[src/rtl/xgmii_loopback_pkg.sv]
// Shared constants and types for the XGMII loopback self-test engine.
// Idle constants are defined per 32-bit lane group and replicated by users.
package xgmii_loopback_pkg;

    localparam logic [31:0] IDLE_WORD = 32'h0707_0707;
    localparam logic [3:0]  IDLE_CTRL = 4'hF;

    // Entry 0 is emitted first after a restart.
    localparam logic [3:0][31:0] PATTERN_TABLE = {
        32'h4A4F_414F, 32'hBAAD_F00D, 32'hCAFE_BABE, 32'h0FA5_8D31
    };

    typedef enum logic [1:0] {
        MODE_TABLE     = 2'd0,
        MODE_INCR      = 2'd1,
        MODE_PRBS31    = 2'd2,
        MODE_TABLE_ALT = 2'd3
    } mode_e;

    typedef enum logic [2:0] {
        IDLE,
        WAIT_LOCK,
        CHECK,
        DRAIN,
        TIMEOUT
    } state_e;

    localparam int PRBS_TAP_HI = 31;
    localparam int PRBS_TAP_LO = 28;

endpackage

[src/rtl/xgmii_pattern_gen.sv]
// Test-pattern source: table, incrementing or PRBS31 words.
// On restart the first word is presented combinationally and state jumps to the second.
module xgmii_pattern_gen
    import xgmii_loopback_pkg::*;
#(
    parameter int DATA_WIDTH = 64
) (
    input  logic                  clk,
    input  logic                  rst_n,
    input  mode_e                 mode,
    input  logic                  restart,
    input  logic                  advance,
    output logic [DATA_WIDTH-1:0] data
);

    localparam int LANES = DATA_WIDTH / 32;

    logic [1:0]            tbl_idx;
    logic [DATA_WIDTH-1:0] incr_val;
    logic [30:0]           lfsr;
    logic [30:0]           lfsr_next;
    logic [DATA_WIDTH-1:0] prbs_word;

    // Run the x^31+x^28+1 LFSR DATA_WIDTH steps; first bit produced lands in the MSB.
    function automatic logic [DATA_WIDTH+30:0] prbs_step(input logic [30:0] s);
        logic [30:0]           r;
        logic [DATA_WIDTH-1:0] w;
        logic                  b;
        r = s;
        w = '0;
        for (int i = DATA_WIDTH - 1; i >= 0; i--) begin
            b    = r[PRBS_TAP_HI-1] ^ r[PRBS_TAP_LO-1];
            r    = {r[29:0], b};
            w[i] = b;
        end
        return {w, r};
    endfunction

    always_comb begin
        {prbs_word, lfsr_next} = prbs_step(restart ? 31'h7FFF_FFFF : lfsr);
        data = '0;
        case (mode)
            MODE_INCR:   data = restart ? DATA_WIDTH'(1) : incr_val;
            MODE_PRBS31: data = prbs_word;
            default:     data = {LANES{PATTERN_TABLE[restart ? 2'd0 : tbl_idx]}};
        endcase
    end

    always_ff @(posedge clk or negedge rst_n) begin
        if (!rst_n) begin
            tbl_idx  <= '0;
            incr_val <= '0;
            lfsr     <= '1;
        end else if (restart) begin
            tbl_idx  <= 2'd1;
            incr_val <= DATA_WIDTH'(2);
            lfsr     <= lfsr_next;
        end else if (advance) begin
            tbl_idx  <= tbl_idx + 2'd1;
            incr_val <= incr_val + DATA_WIDTH'(1);
            lfsr     <= lfsr_next;
        end
    end

endmodule

[config.mk]
export PLATFORM = sky130hd
export DESIGN_NAME = xgmii_pattern_gen
export DESIGN_NICKNAME = d
export VERILOG_FILES = /design/src/rtl/xgmii_loopback_pkg.sv /design/src/rtl/xgmii_pattern_gen.sv
export SDC_FILE = /design/constraint.sdc
export NUM_CORES = 1
export LEC_CHECK = 0
export CORE_MARGIN = 1.5
export CORE_UTILIZATION = 33
export DETAILED_ROUTE_END_ITERATION = 10
export GPL_TIMING_DRIVEN = 0
export SYNTH_ARGS = -nofsm -noshare
export SYNTH_HDL_FRONTEND = slang
export SYNTH_SLANG_ARGS = --single-unit
export TNS_END_PERCENT = 50
[constraint.sdc]
create_clock -name clk -period 2.5 [get_ports clk]
set_clock_uncertainty 0.15 [all_clocks]
set_input_delay 0.25 -clock clk [delete_from_list [all_inputs] [get_ports clk]]
set_output_delay 0.25 -clock clk [all_outputs]
set_load 0.01 [all_outputs]
==> run metrics <==
run status=finished with violations; failing checks=negative setup slack; Synth top area share=24.6%; dpl cells=1147; vias in the first global route=approximately 6500; Placement Setup Slack=-1.20 ns; die height=146 um; Peak Freq=397 MHz; Synth async-reset ratio=100%; DRT antenna net count=0; Yosys top cell by area=dfrtp_1; Hold Vio Cnt, Final=0; final count of pins violating max slew=0; gr usage total=25.4%; syn_area_per_cell=8.31 um2; Synth area leaders=dfrtp_1 25%, dfstp_2 12%, xor2_1 6.8%; clock transition at the registers of the reported paths=0.07 ns; number of max-cap violations=0; CTS tree=built; # IOs=70; largest family of logic cells by synthesized area=simple AND/OR/NAND/NOR gates; post-synthesis mux area share=1.86%; maximum number of pins on one net before global-route repair=65; Synth Flop Type=dfrtp_1; first-pass GRT wire length=40.2 mm; switch share=between 30 and 40%; Initial Util=between 30% and 40%; clock latency on the worst-skew pair=0.37 ns; Max-Slew Margin vs Limit=a little under half; PwrDens=644 mW/mm2; number of synthesized register bits=97; # H-tree levels=3; FF/Latch Area=0.00248 mm2; CP endpoint kind=primary output; Iteration-0 DRC Markers=866; critical setup path kind=register to primary output; setup ws final=-0.0215 ns; antenna diode count=0; Vias per Instance=slightly below 6; syn_nets=824; minimum clock period=2.52 ns; Internal Dissipation=roughly 3.6 mW; cell row count=52; mapped cell area=between 0.006 and 0.007 mm2; RSZ-0062 raised after global routing=true; GRT overflow=0; Routed WL=27.3 mm; CTS Buf Count=9; Layout Utilization=44.8%; Seq/Total Area, Yosys=36.7%; Clk network pwr share=25.8%; Leak=3.83 nW; die area=0.0212 mm2; Clk Tree Root Cell=clkbuf_16; post-detail-place hpwl=19.8 mm; Multi-input gate area=0.00437 mm2; adder-cell share of the synthesized area=1.86%; WL/cell=22.8 um; drt pass-1 iters=5; Layout Nets=937; Total Neg Setup Slack=-0.0328 ns; crit share post-route=101%; Fill cells=1980; die width=146 um; routability-driven placement congestion ratio=1.02; Buffers on Ports=68; Post-Syn Instances=808; number of flops mapped to enable cells by yosys=0; Synthesis Warnings=0; antenna violations before repair=0; most numerous cell in the Yosys netlist=nor2_1; final setup violation count=2; P_sw=2.21 mW; Core ar.=0.0201 mm2; Residual DRC=0; Worst Setup Start Kind=register; xor and xnor area share after synthesis=12.1%; Crit Path Max Fanout=3; Gate power share=38.1%; critical path data arrival time=2.12 ns; non-filler cells, final=around 1200; DR vias=6984; Area growth syn-to-layout=34.1%; peak supply drop=0.474 mV; Hold/Removal Path Class=primary input to asynchronous set/reset pin; Worst Max-Slew Pin Slew=0.814 ns; Simple-Gate Fraction of Synth Area=24.6%; clk sinks=97; layout cells sized above 1=26.6%; Netlist cell types=44; sequential share of power=a little over a third; top post-synthesis cells by count=112 x nor2_1, 71 x nand2_1, 66 x dfrtp_1; deepest clock path buffer count=2; Compound-Gate Fraction of Synth Area=about 18%; required time worst endpoint=2.10 ns
layout by cell type, fill, tap and decap left out, types with 5 or more instances in the layout:
cell type / synthesis / routed
a211oi_1: 9 / 7
a21oi_1: 57 / 46
a21oi_2: 0 / 11
a221oi_1: 38 / 31
a221oi_2: 0 / 7
a22oi_1: 12 / 12
buf_2: 5 / 12
buf_4: 0 / 57
clkbuf_1: 52 / 9
clkbuf_16: 0 / 11
clkbuf_2: 0 / 8
clkbuf_4: 0 / 11
clkdlybuf4s50_1: 0 / 7
dfrtp_1: 66 / 56
dfrtp_2: 0 / 10
dfstp_2: 31 / 31
dlygate4sd2_1: 0 / 33
dlymetal6s2s_1: 0 / 17
ha_1: 10 / 6
inv_1: 16 / 16
mux2i_1: 8 / 8
nand2_1: 71 / 70
nand2b_1: 7 / 5
nand3_1: 22 / 21
nand4_1: 28 / 28
nor2_1: 112 / 96
nor2_2: 0 / 15
nor2b_1: 12 / 6
nor2b_4: 0 / 5
nor4_1: 11 / 9
o21ai_0: 38 / 29
o21ai_1: 0 / 9
o21bai_1: 5 / 5
o31ai_1: 13 / 13
or3_1: 16 / 16
or4_1: 21 / 21
xnor2_1: 41 / 34
xnor2_2: 0 / 6
xor2_1: 52 / 40
xor2_2: 0 / 10
registers in the layout, indices dropped and copies added (netlist names):
signal / flops
lfsr: 31
incr_val: 64
tbl_idx: 2
kinds of logic (layout without fill, tap and decap cells):
logic type	Yosys count	in the layout
AO/OA/AOI/OAI	183	183
XOR/XNOR	93	93
adder cells (fa/ha/maj)	10	10
buffers and inverters	87	205
flip-flops	97	97
multiplexers	12	12
AND/OR/NAND/NOR	326	326
final timing paths:
path,from,end,slack [ns],cells past startpoint
max,lfsr[20]$_DFFE_PN1P_,data[22],-0.02,5
min,rst_n,incr_val[54]$_DFFE_PN0P_,0.22,2
max reg2reg,incr_val[25]$_DFFE_PN0P_,incr_val[41]$_DFFE_PN0P_,0.07,7
min reg2reg,lfsr[28]$_DFFE_PN1P_,lfsr[28]$_DFFE_PN1P_,0.36,2
max in group asynchronous,rst_n,lfsr[4]$_DFFE_PN1P_,1.22,3
min in group clk,lfsr[28]$_DFFE_PN1P_,lfsr[28]$_DFFE_PN1P_,0.36,2
timing repair:
item | 4_1_cts | 5_1_grt
endpoints found under the setup margin | 74 | 67
endpoints found under the hold margin | 33 | 0
gates resized for setup | 167 | 80
setup buffers | 22 | 37
hold buffers | 1 | 0
pin swaps | 16 | 19
cloned | 0 | 0
layout make-up:
type / count / share of cell area [%]
clock buffers: 11 / 3.06
multi-input cells: 624 / 48.5
flip-flops and latches: 97 / 27.5
repair buffers: 129 / 13.0
inverters: 16 / 0.667
clock inverters: 5 / 0.458
well taps: 270 / 3.75
plain buffers: 44 / 3.08
routing by layer:
layer	up-vias	global-route usage, %	routed length [um]
met5	-	0	0
met4	0	14.1	1540
met3	92	5.24	2410
met2	387	38.6	12100
met1	3399	33.7	11200
li1	3106	-	-
worst max-delay path, cell delays in order (launching register included):
cell and delay [ns]:
dfstp_2 0.56, buf_4 0.17, xor2_4 0.19, a221oi_1 0.10
nor2_1 0.17, clkdlybuf4s50_1 0.56
stage by stage:
| stage | cell area [um2] | total power, mW | hold WS [ns] |
|---|---|---|---|
| after global placement | 7730 | 3.87 | 0.315 |
| final | 9010 | 5.80 | 0.223 |
| after floorplan | 6720 | 3.07 | -0.196 |
| after global routing | 9010 | 6.01 | 0.277 |
| after detailed placement | 7760 | 3.88 | 0.0856 |
| after CTS | 8470 | 5.56 | 0.245 |
power by group through the flow:
| stage | sequential, mW | combinational [mW] | clock [mW] |
|---|---|---|---|
| 6_report | 2.10 | 2.21 | 1.50 |
| 5_1_grt | 2.11 | 2.32 | 1.58 |
| 4_1_cts | 2.07 | 1.96 | 1.53 |
| 3_5_place_dp | 1.91 | 1.97 | 0 |
| 3_3_place_gp | 1.90 | 1.96 | 0 |
| 2_1_floorplan | 1.88 | 1.18 | 0 |
(Power assumes the default switching activity.)
